`config.mk`:
```
export PLATFORM = sky130hd
export DESIGN_NAME = spi_regfile_peripheral_flat
export DESIGN_NICKNAME = d
export VERILOG_FILES = /design/src/rtl/spi_regfile_peripheral_if.sv /design/src/rtl/spi_regfile_peripheral.sv /design/src/flat_wrapper.sv
export SDC_FILE = /design/constraint.sdc
export NUM_CORES = 1
export LEC_CHECK = 0
export BUFFER_PORTS_ARGS = -buffer_cell sky130_fd_sc_hd__buf_2
export CAP_MARGIN = 15
export CORE_ASPECT_RATIO = 1.4
export CORE_MARGIN = 2
export CORE_UTILIZATION = 55
export CTS_BUF_LIST = sky130_fd_sc_hd__clkbuf_4 sky130_fd_sc_hd__clkbuf_8 sky130_fd_sc_hd__clkbuf_16
export DETAILED_ROUTE_END_ITERATION = 8
export PLACE_DENSITY = 0.77
export SKIP_LAST_GASP = 1
export SLEW_MARGIN = 20
export SYNTH_ARGS = -nofsm -noshare
export SYNTH_HDL_FRONTEND = slang
export SYNTH_SLANG_ARGS = --single-unit
```
`constraint.sdc`:
```
create_clock -name clk -period 3 [get_ports clk]
set_input_delay 0.3 -clock clk [delete_from_list [all_inputs] [get_ports clk]]
set_output_delay 0.3 -clock clk [all_outputs]
set_load 0.1 [all_outputs]
```
`src/rtl/spi_regfile_peripheral_if.sv`:
```
// ---------------------------------------------------------------------------
// spi_regfile_peripheral_if
// Bundles the SPI pins and the flat register bus of the SPI register-file
// peripheral so they can be passed around as one port.
//
// Signals:
//   COPI, nCS, SCLK     serial data in, chip select (active low), serial clock
//   CIPO, CIPO_oe       serial data out and its output enable
//   regs_flat           all registers, register i at [i*DATA_W +: DATA_W]
//   wr_pulse            one-clk strobe per committed write
//   wr_addr             address of the last committed write
//   frame_abort         one-clk strobe when a frame ends mid-word
//
// Modports:
//   slave   the peripheral side (receives pins, drives the register bus)
//   master  the controller / surrounding-logic side
// ---------------------------------------------------------------------------
interface spi_regfile_peripheral_if #(
    parameter int NUM_REGS = 8,
    parameter int DATA_W   = 8,
    parameter int ADDR_W   = 7
);
    logic                         COPI;
    logic                         nCS;
    logic                         SCLK;
    logic                         CIPO;
    logic                         CIPO_oe;
    logic [NUM_REGS*DATA_W-1:0]   regs_flat;
    logic                         wr_pulse;
    logic [ADDR_W-1:0]            wr_addr;
    logic                         frame_abort;

    modport slave (
        input  COPI, nCS, SCLK,
        output CIPO, CIPO_oe, regs_flat, wr_pulse, wr_addr, frame_abort
    );

    modport master (
        output COPI, nCS, SCLK,
        input  CIPO, CIPO_oe, regs_flat, wr_pulse, wr_addr, frame_abort
    );
endinterface

```
`src/rtl/spi_regfile_peripheral.sv`:
```
// ---------------------------------------------------------------------------
// spi_regfile_peripheral
// SPI mode 0/1 peripheral (CPOL = 0) giving an external controller single and
// burst (auto-increment) access to a register file. Frames are MSB first:
// one R/W bit (1 = write), ADDR_W address bits, then DATA_W-bit data words.
// All SPI pins are oversampled in the clk domain.
//
// Ports:
//   clk    system clock, the only clock
//   reset  synchronous, active-low reset
//   bus    slave side of spi_regfile_peripheral_if (SPI pins + register bus)
//
// Parameters:
//   NUM_REGS  implemented registers (1 .. 2**ADDR_W)
//   DATA_W    register / data-word width (>= 2)
//   ADDR_W    address field width (>= 2)
//   CPHA      0: sample on SCLK rise, shift on fall; 1: the reverse
// ---------------------------------------------------------------------------
module spi_regfile_peripheral #(
    parameter int NUM_REGS = 8,
    parameter int DATA_W   = 8,
    parameter int ADDR_W   = 7,
    parameter int CPHA     = 0
) (
    input  logic                    clk,
    input  logic                    reset,
    spi_regfile_peripheral_if.slave bus
);

    localparam int IDX_W = (NUM_REGS > 1) ? $clog2(NUM_REGS) : 1;
    // Receive shifter only needs to hold the bits preceding the current one.
    localparam int SHW   = (ADDR_W > DATA_W - 1) ? ADDR_W : DATA_W - 1;
    localparam int MAXB  = (ADDR_W + 1 > DATA_W) ? ADDR_W + 1 : DATA_W;
    localparam int CNT_W = $clog2(MAXB);

    typedef enum logic [1:0] {
        IDLE,
        CMD,
        DATA,
        WAIT
    } state_t;

    logic                copiS1_q, copiSync_q;
    logic                ncsS1_q, ncsSync_q;
    logic                sclkS1_q, sclkSync_q, sclkPrev_q;
    logic [1:0]          syncValid_q;
    state_t              state_q;
    logic [CNT_W-1:0]    bitCnt_q;
    logic [SHW-1:0]      rxShift_q;
    logic                isWrite_q;
    logic [ADDR_W-1:0]   addr_q;
    logic [DATA_W-1:0]   txShift_q;
    logic                cipo_q;
    logic                wrPulse_q;
    logic [ADDR_W-1:0]   wrAddr_q;
    logic                abort_q;
    logic [DATA_W-1:0]   regs_q [NUM_REGS];

    logic                sclkRise_d, sclkFall_d, sampleEdge_d, shiftEdge_d;
    logic [ADDR_W:0]     cmdWord_d;
    logic [DATA_W-1:0]   dataWord_d;
    logic [ADDR_W-1:0]   loadAddr_d;
    logic                addrOk_d;
    logic [DATA_W-1:0]   rdWord_d;
    logic                cmdLast_d, dataLast_d;

    // Edge detection on the synchronised SCLK and the words completed by the
    // current sample. On the CMD-completing edge the address to read from is
    // the one just received, not the stale addr_q.
    always_comb begin
        sclkRise_d   = sclkSync_q & ~sclkPrev_q;
        sclkFall_d   = ~sclkSync_q & sclkPrev_q;
        sampleEdge_d = (CPHA == 0) ? sclkRise_d : sclkFall_d;
        shiftEdge_d  = (CPHA == 0) ? sclkFall_d : sclkRise_d;
        cmdWord_d    = {rxShift_q[ADDR_W-1:0], copiSync_q};
        dataWord_d   = {rxShift_q[DATA_W-2:0], copiSync_q};
        cmdLast_d    = (bitCnt_q == CNT_W'(ADDR_W));
        dataLast_d   = (bitCnt_q == CNT_W'(DATA_W - 1));
        loadAddr_d   = (state_q == CMD) ? cmdWord_d[ADDR_W-1:0] : addr_q;
        addrOk_d     = ({1'b0, loadAddr_d} < (ADDR_W + 1)'(NUM_REGS));
        rdWord_d     = addrOk_d ? regs_q[loadAddr_d[IDX_W-1:0]] : '0;
    end

    // Synchronisers, frame FSM, register file and registered outputs.
    // Reset always parks the FSM in WAIT: the synchronisers are cleared to an
    // idle nCS, so only after they have refilled with real pin values
    // (syncValid_q) can a genuinely deasserted nCS release the FSM. This stops
    // a frame that was in flight across reset from being seen as a new one.
    always_ff @(posedge clk) begin
        if (!reset) begin
            copiS1_q    <= 1'b0;
            copiSync_q  <= 1'b0;
            ncsS1_q     <= 1'b1;
            ncsSync_q   <= 1'b1;
            sclkS1_q    <= 1'b0;
            sclkSync_q  <= 1'b0;
            sclkPrev_q  <= 1'b0;
            syncValid_q <= 2'b00;
            state_q     <= WAIT;
            bitCnt_q    <= '0;
            rxShift_q   <= '0;
            isWrite_q   <= 1'b0;
            addr_q      <= '0;
            txShift_q   <= '0;
            cipo_q      <= 1'b0;
            wrPulse_q   <= 1'b0;
            wrAddr_q    <= '0;
            abort_q     <= 1'b0;
            for (int i = 0; i < NUM_REGS; i++) begin
                regs_q[i] <= '0;
            end
        end else begin
            copiS1_q    <= bus.COPI;
            copiSync_q  <= copiS1_q;
            ncsS1_q     <= bus.nCS;
            ncsSync_q   <= ncsS1_q;
            sclkS1_q    <= bus.SCLK;
            sclkSync_q  <= sclkS1_q;
            sclkPrev_q  <= sclkSync_q;
            syncValid_q <= {syncValid_q[0], 1'b1};
            wrPulse_q   <= 1'b0;
            abort_q     <= 1'b0;

            if (state_q == WAIT) begin
                cipo_q   <= 1'b0;
                bitCnt_q <= '0;
                if (ncsSync_q && syncValid_q[1]) begin
                    state_q <= IDLE;
                end
            end else if (ncsSync_q) begin
                // Frame ended; only a partially shifted word counts as abort.
                if (state_q != IDLE && bitCnt_q != '0) begin
                    abort_q <= 1'b1;
                end
                state_q  <= IDLE;
                bitCnt_q <= '0;
                cipo_q   <= 1'b0;
            end else begin
                case (state_q)
                    IDLE: begin
                        state_q  <= CMD;
                        bitCnt_q <= '0;
                    end
                    CMD: begin
                        if (sampleEdge_d) begin
                            rxShift_q <= {rxShift_q[SHW-2:0], copiSync_q};
                            if (cmdLast_d) begin
                                bitCnt_q  <= '0;
                                isWrite_q <= cmdWord_d[ADDR_W];
                                state_q   <= DATA;
                                if (cmdWord_d[ADDR_W]) begin
                                    addr_q <= loadAddr_d;
                                end else begin
                                    txShift_q <= rdWord_d;
                                    addr_q    <= loadAddr_d + 1'b1;
                                end
                            end else begin
                                bitCnt_q <= bitCnt_q + 1'b1;
                            end
                        end
                    end
                    DATA: begin
                        if (sampleEdge_d) begin
                            rxShift_q <= {rxShift_q[SHW-2:0], copiSync_q};
                            if (dataLast_d) begin
                                bitCnt_q <= '0;
                                addr_q   <= addr_q + 1'b1;
                                if (isWrite_q) begin
                                    if (addrOk_d) begin
                                        regs_q[addr_q[IDX_W-1:0]] <= dataWord_d;
                                        wrPulse_q <= 1'b1;
                                        wrAddr_q  <= addr_q;
                                    end
                                end else begin
                                    // Next word is captured now; later writes
                                    // cannot change what is already loaded.
                                    txShift_q <= rdWord_d;
                                end
                            end else begin
                                bitCnt_q <= bitCnt_q + 1'b1;
                            end
                        end else if (shiftEdge_d && !isWrite_q) begin
                            cipo_q    <= txShift_q[DATA_W-1];
                            txShift_q <= {txShift_q[DATA_W-2:0], 1'b0};
                        end
                    end
                    default: begin
                        state_q <= IDLE;
                    end
                endcase
            end
        end
    end

    // Flatten the register array onto the bus.
    for (genvar g = 0; g < NUM_REGS; g++) begin : gFlat
        assign bus.regs_flat[g*DATA_W +: DATA_W] = regs_q[g];
    end

    assign bus.CIPO        = cipo_q;
    assign bus.CIPO_oe     = ~ncsSync_q;
    assign bus.wr_pulse    = wrPulse_q;
    assign bus.wr_addr     = wrAddr_q;
    assign bus.frame_abort = abort_q;

endmodule
```
`src/flat_wrapper.sv`:
```
// flat-port wrapper written by rule: the top's interface ports become plain ports
module spi_regfile_peripheral_flat 
#(
    parameter int NUM_REGS = 8,
    parameter int DATA_W   = 8,
    parameter int ADDR_W   = 7,
    parameter int CPHA     = 0
)
  (clk, reset, bus_COPI, bus_nCS, bus_SCLK, bus_CIPO, bus_CIPO_oe, bus_regs_flat, bus_wr_pulse, bus_wr_addr, bus_frame_abort);
  spi_regfile_peripheral_if #(.NUM_REGS(NUM_REGS), .DATA_W(DATA_W), .ADDR_W(ADDR_W)) bus_i ();
  input  logic clk;
  input  logic reset;
  input wire logic [$bits(bus_i.COPI)-1:0] bus_COPI;
  input wire logic [$bits(bus_i.nCS)-1:0] bus_nCS;
  input wire logic [$bits(bus_i.SCLK)-1:0] bus_SCLK;
  output wire logic [$bits(bus_i.CIPO)-1:0] bus_CIPO;
  output wire logic [$bits(bus_i.CIPO_oe)-1:0] bus_CIPO_oe;
  output wire logic [$bits(bus_i.regs_flat)-1:0] bus_regs_flat;
  output wire logic [$bits(bus_i.wr_pulse)-1:0] bus_wr_pulse;
  output wire logic [$bits(bus_i.wr_addr)-1:0] bus_wr_addr;
  output wire logic [$bits(bus_i.frame_abort)-1:0] bus_frame_abort;
  assign bus_i.COPI = bus_COPI;
  assign bus_i.nCS = bus_nCS;
  assign bus_i.SCLK = bus_SCLK;
  assign bus_CIPO = bus_i.CIPO;
  assign bus_CIPO_oe = bus_i.CIPO_oe;
  assign bus_regs_flat = bus_i.regs_flat;
  assign bus_wr_pulse = bus_i.wr_pulse;
  assign bus_wr_addr = bus_i.wr_addr;
  assign bus_frame_abort = bus_i.frame_abort;
  spi_regfile_peripheral #(.NUM_REGS(NUM_REGS), .DATA_W(DATA_W), .ADDR_W(ADDR_W), .CPHA(CPHA)) u_core (.clk(clk), .reset(reset), .bus(bus_i));
endmodule
```
Word level (Yosys, flattened, before mapping). Memories as Yosys holds them, arrays and structs flattened. Index checks and enable logic that the tools add are counted.

Output and inout port bits: 75. Flip-flop bits (word level): 47. Input bits: 5. Word-level logic and storage cells: 110. Bits in writable memories: 64. Memories: 1.

Bitwise logic cells: 8. Add/subtract/negate cells: 3. Muxes and demuxes: 40. Reduce and logical (&&, ||, !) cells: 21. Order comparisons: 1. Equal/unequal tests: 17.

Memories: u_core.regs_q (words 8, width 8, rd ports 9, clocked after memory_dff 0, wr ports 8, line spi_regfile_peripheral.sv:57) `logic [DATA_W-1:0] regs_q [NUM_REGS];`.

Operator list (count): $mux W8 (9); $mux W7 (6); $pmux W8 S2 (1); $add A7 B1 Y7 const B (2); $pmux W7 S2 (1); $reduce_and A7 Y1 (2); $mux W1 (13); $mux W2 (5); $ne A2 B1 Y1 const B (5); $mux W3 (3); $reduce_and A9 Y1 (1); $ne A4 B2 Y1 const B (2); $reduce_and A4 Y1 (2); $reduce_or A8 Y1 (1); $lt A7 B4 Y1 const B (1); $ne A3 B1 Y1 const B (2); $ne A3 B3 Y1 const B (2); $not A1 Y1 (6); $pmux W2 S3 (1); $pmux W3 S2 (1); $reduce_bool A2 Y1 (3); $reduce_or A3 Y1 (2); $reduce_and A5 Y1 (1); $eq A2 B2 Y1 const B (2); other kinds (12) (16).

Longest topological paths before layout.
Depth in word-level cells: 14. Mapped depth: 12. Depth with buffers taken out: 10.

Worst setup path before layout. Ideal clock, no wire load.

Path kind: reg2reg. From: register u_core.state_q[1]. To: memory u_core.regs_q[0][0], enable pin. Period minus slack after synthesis: 2.738 ns. Required time: 2.602 ns. Arrival: 2.340 ns. Slack: 0.262 ns. Cell stages (with the launch flop): 8. Path through: dfxtp_1 inv_1 ha_1 buf_4 o41ai_4 o2111ai_2 buf_2 o41ai_1.

RTL lines: from (decl) (line spi_regfile_peripheral.sv:47) `state_t state_q;`; from (signal assigned) (line spi_regfile_peripheral.sv:99) `state_q <= WAIT;`; from (signal assigned) (line spi_regfile_peripheral.sv:128) `state_q <= IDLE;`; from (signal assigned) (line spi_regfile_peripheral.sv:135) `state_q <= IDLE;`; to (decl) (line spi_regfile_peripheral.sv:57).

Worst setup path after layout.
From: register u_core.state_q[1]. To: register u_core.addr_q[6].

Longest elaborated chain between the ends: 7. Elaborated cells between the ends (all ways): 16. Classes of those cells: add/sub (1); eq/ne (7); mux (5); bitwise (1); reduce/logical (2).

RTL lines: $eq A2 B1 Y1 (line spi_regfile_peripheral.sv:79, spi_regfile_peripheral.sv:139); $mux W7 (line spi_regfile_peripheral.sv:79) `loadAddr_d = (state_q == CMD) ? cmdWord_d[ADDR_W-1:0] : addr_q;`; $add A7 B1 Y7 (line spi_regfile_peripheral.sv:155) `addr_q <= loadAddr_d + 1'b1;`; $mux W7 (line spi_regfile_peripheral.sv:151) `if (cmdWord_d[ADDR_W]) begin`; $mux W7 (line spi_regfile_peripheral.sv:147) `if (cmdLast_d) begin`; $mux W7 (line spi_regfile_peripheral.sv:145) `if (sampleEdge_d) begin`; $pmux W7 S2 (line spi_regfile_peripheral.sv:139) `case (state_q)`; to (signal assigned) (line spi_regfile_peripheral.sv:152) `addr_q <= loadAddr_d;`; to (signal assigned) (line spi_regfile_peripheral.sv:155); to (signal assigned) (line spi_regfile_peripheral.sv:167) `addr_q <= addr_q + 1'b1;`; to (decl) (line spi_regfile_peripheral.sv:51) `logic [ADDR_W-1:0] addr_q;`.

Several ways; a longest one is shown, not always the timed one. The select of a mux whose other input is x is not followed. A chain may end at the register's enable or synchronous reset.

==> run_results.csv <==
group,metric,value,unit
placement,placed_area,6292,um2
timing,hold_slack,125.5,ps
clock_tree,cts_inserted_buffers,9,
synthesis,yosysMostFrequentCell,"nor2_1",
global_routing,use_met2,0.5450,
synthesis,ys_top_cells_by_area,"edfxtp_1, dfxtp_1, nor2_1, mux2i_1, nand2_1",
power,irDropWorstVdd,0.4019,mV
synthesis,synthCells,577,
timing,min_period,2748,ps
global_routing,antenna_found_initial,1,
timing,period_share,0.9160,
global_routing,grt_start_max_net_pins,32,
route,postRouteAntennaNets,0,
route,viasPerCell,6.157,
route,via_count,4950,
cells_and_area,drive_gt1_frac,0.2182,
clock_tree,postCtsSetupRepairBufs,0,
route,drc_errors,0,
clock_tree,clk_latency,360,ps
synthesis,yosysWarnings,0,
global_routing,met3_usage,0.05964,
synthesis,synth_edf_count,64,
timing,tightest_slew,602.1,ps
global_routing,grt-ovfl-total,0,
timing,rsz0062_at_grt,"no",
clock_tree,cts_buffer_depth,2,
outcome,status,"completed",
synthesis,synth_area,5638,um2
synthesis,synth_nets,594,
floorplanning,coreArea,9953,um2
floorplanning,rows,43,
route,wl_per_cell,21.04,um
worst_setup_path,end_kind,"register",
floorplanning,die_y,123.8,um
worst_setup_path,worst-path-max-fanout,14,
placement,numPortBuffers,79,
timing,relSlewSlack,0.5981,
synthesis,synth_area_leader_cell,"edfxtp_1",
cells_and_area,synthToLayoutAreaGrowth,16.67,%
global_routing,met1_usage,0.3569,
route,drt_pre_antenna_iters,5,
synthesis,ys_seq_elements,111,
timing,clock.fmax,0.3639,GHz
cells_and_area,nets,681,
worst_setup_path,crit_type,"reg -> reg",
timing,setup_viol,0,
placement,dpl.cell_count,788,
placement,gp_congestion,0.9714,
cells_and_area,stdcell_count,804,
timing,drv_slew,0,
power,p_per_area,522.4,nW/um2
synthesis,synthFlopType,"edfxtp_1",
synthesis,synth_common_cells,"nor2_1, edfxtp_1, nand2_1",
hold_path,min_from,"bus_nCS",
floorplanning,dieArea,11090,um2
global_routing,first_global_vias,4906,
hold_path,hold_path_depth,2,
timing,skew,8.571,ps
global_routing,grtUsageTotal,0.3183,
cells_and_area,stdcell_area,6578,um2
floorplanning,ios,80,
clock_tree,htree_levels,3,
global_routing,grt-busiest-layer,"met2",
floorplanning,fp.dieW,89.57,um
worst_setup_path,reg2regPathDepth,11,
cells_and_area,seq_area,2863,um2
synthesis,syn_area_per_cell,9.771,um2
job,max_cap_violations,0,
global_routing,grt_first_pass_wirelength,25.85,mm
route,wirelength,16.91,mm
worst_setup_path,crit-reg2reg-launch,"u_core.state_q[1]",
synthesis,netlist.area_leader.share,0.3409,
timing,final.setup.tns,0,ps
clock_tree,cts_root_buffer,"clkbuf_16",
worst_setup_path,crit_path_start_kind,"register",
placement,dp_hpwl,12.33,mm
synthesis,async_reset_ff_frac,0,
hold_path,hold_path.class,"in -> reg",
clock_tree,cts.sinks,111,
clock_tree,path_clk_slew,70,ps
worst_setup_path,required,3230,ps
synthesis,yosysSeqAreaShare,0.5078,
worst_setup_path,reg2reg_slack,250,ps
worst_setup_path,r2r_end,"u_core.addr_q[6]",
hold_path,hold_path_end,"u_core.ncsS1_q",
timing,finalHoldViolations,0,
power,p_leak,2.591,nW
cells_and_area,multi_input_area,2531,um2
clock_tree,cts-resized-gates,0,
synthesis,ys_types,67,
clock_tree,cts_hold_buf,0,
route,dr.first_iter.drc_count,357,
cells_and_area,insertedDiodeCount,0,
cells_and_area,fillerInstances,821,
worst_setup_path,worstPathArrival,2980,ps
floorplanning,start_util,0.5664,
clock_tree,cts_tree,"done",
## through the flow
stage / util / power [mW] / setup slack (ps)
global placement: 0.6322 / 2.288 / 398.0
global route: 0.6608 / 3.528 / 121.3
detailed placement: 0.6322 / 2.298 / 329.3
CTS: 0.6608 / 3.436 / 301.2
finish: 0.6608 / 3.436 / 252.0
floorplan: - / 2.180 / 261.9
## layout by cell type, fill, tap and decap left out, drive strengths merged, types with 4 or more instances in the layout
| cell type | netlist | final |
|---|---|---|
| nor3 | 8 | 8 |
| ha | 12 | 12 |
| nand3 | 18 | 18 |
| nand2 | 61 | 61 |
| o22ai | 9 | 9 |
| buf | 18 | 114 |
| xnor2 | 4 | 4 |
| nor2 | 98 | 98 |
| o2111ai | 6 | 6 |
| a211oi | 8 | 8 |
| o211ai | 5 | 5 |
| mux2i | 34 | 34 |
| a21oi | 12 | 12 |
| a221oi | 6 | 6 |
| nand2b | 12 | 12 |
| o21ai | 23 | 23 |
| nor4 | 5 | 5 |
| nor2b | 13 | 13 |
| dfxtp | 47 | 47 |
| or2 | 4 | 4 |
| edfxtp | 64 | 64 |
| a31oi | 9 | 9 |
| inv | 18 | 22 |
| o31ai | 4 | 4 |
| and2 | 12 | 12 |
| clkbuf | 20 | 9 |
## report_power, final
part | internal, mW | total, mW | switching (mW)
clock network | 0.580 | 1.16 | 0.585
registers | 1.65 | 1.69 | 0.0389
logic | 0.113 | 0.580 | 0.467
total | 2.35 | 3.44 | 1.09
## critical path: stages (launching register included)
cell       delay, ps
dfxtp_1          350
inv_1            160
ha_1             440
buf_4            290
mux2i_1          140
inv_1            110
ha_1             160
nand2b_1          70
a2111oi_2        410
xnor2_1          120
a221oi_1         280
a21oi_1          110
## layer usage
| layer | wire length, um | vias to the layer above |
|---|---|---|
| met3 | 1194 | 87 |
| met2 | 8662 | 273 |
| met4 | 1162 | 2 |
| li1 | - | 2244 |
| met1 | 5880 | 2344 |
| met5 | 13 | - |
## how the worst max path moves through the flow
stage                            from             endpoint  slack [ps]  depth (start not counted)
detailed placement  u_core.state_q[1]  u_core.txShift_q[6]         330                         10
global route        u_core.state_q[1]     u_core.addr_q[6]         120                         11
finish              u_core.state_q[1]     u_core.addr_q[6]         250                         11
floorplan           u_core.state_q[1]  u_core.regs_q[0][0]         260                          7
global placement    u_core.state_q[1]  u_core.txShift_q[6]         400                         10
CTS                 u_core.state_q[1]  u_core.txShift_q[6]         300                         10
## logic make-up after synthesis
logic type | count (synthesis) | share of synthesized area
xor gates and xnor gates | 4 | 0.006213
muxes | 37 | 0.06636
buffers and inverters | 57 | 0.04527
adders and majority gates | 12 | 0.02663
DFF | 111 | 0.5078
AOI/OAI and AO/OA | 113 | 0.1460
and+or+nand+nor | 243 | 0.2017
## state kept, by name, summed over array words and instances (netlist names), 2 cells and up
| register | count |
|---|---|
| u_core.state_q | 2 |
| u_core.txShift_q | 8 |
| u_core.rxShift_q | 7 |
| u_core.bus.wr_addr | 7 |
| u_core.regs_q | 64 |
| u_core.bitCnt_q | 3 |
| u_core.addr_q | 7 |
| u_core.syncValid_q | 2 |
## area by class of cell
| class | instances | area share |
|---|---|---|
| Sequential cell | 111 | 0.4352 |
| Multi-Input combinational cell | 409 | 0.3848 |
| Timing Repair Buffer | 114 | 0.1001 |
| Clock buffer | 9 | 0.03424 |
| Tap cell | 135 | 0.02568 |
| Inverter | 19 | 0.01084 |
| Clock inverter | 7 | 0.009131 |
Note: power is estimated with default switching activity, not from simulation.
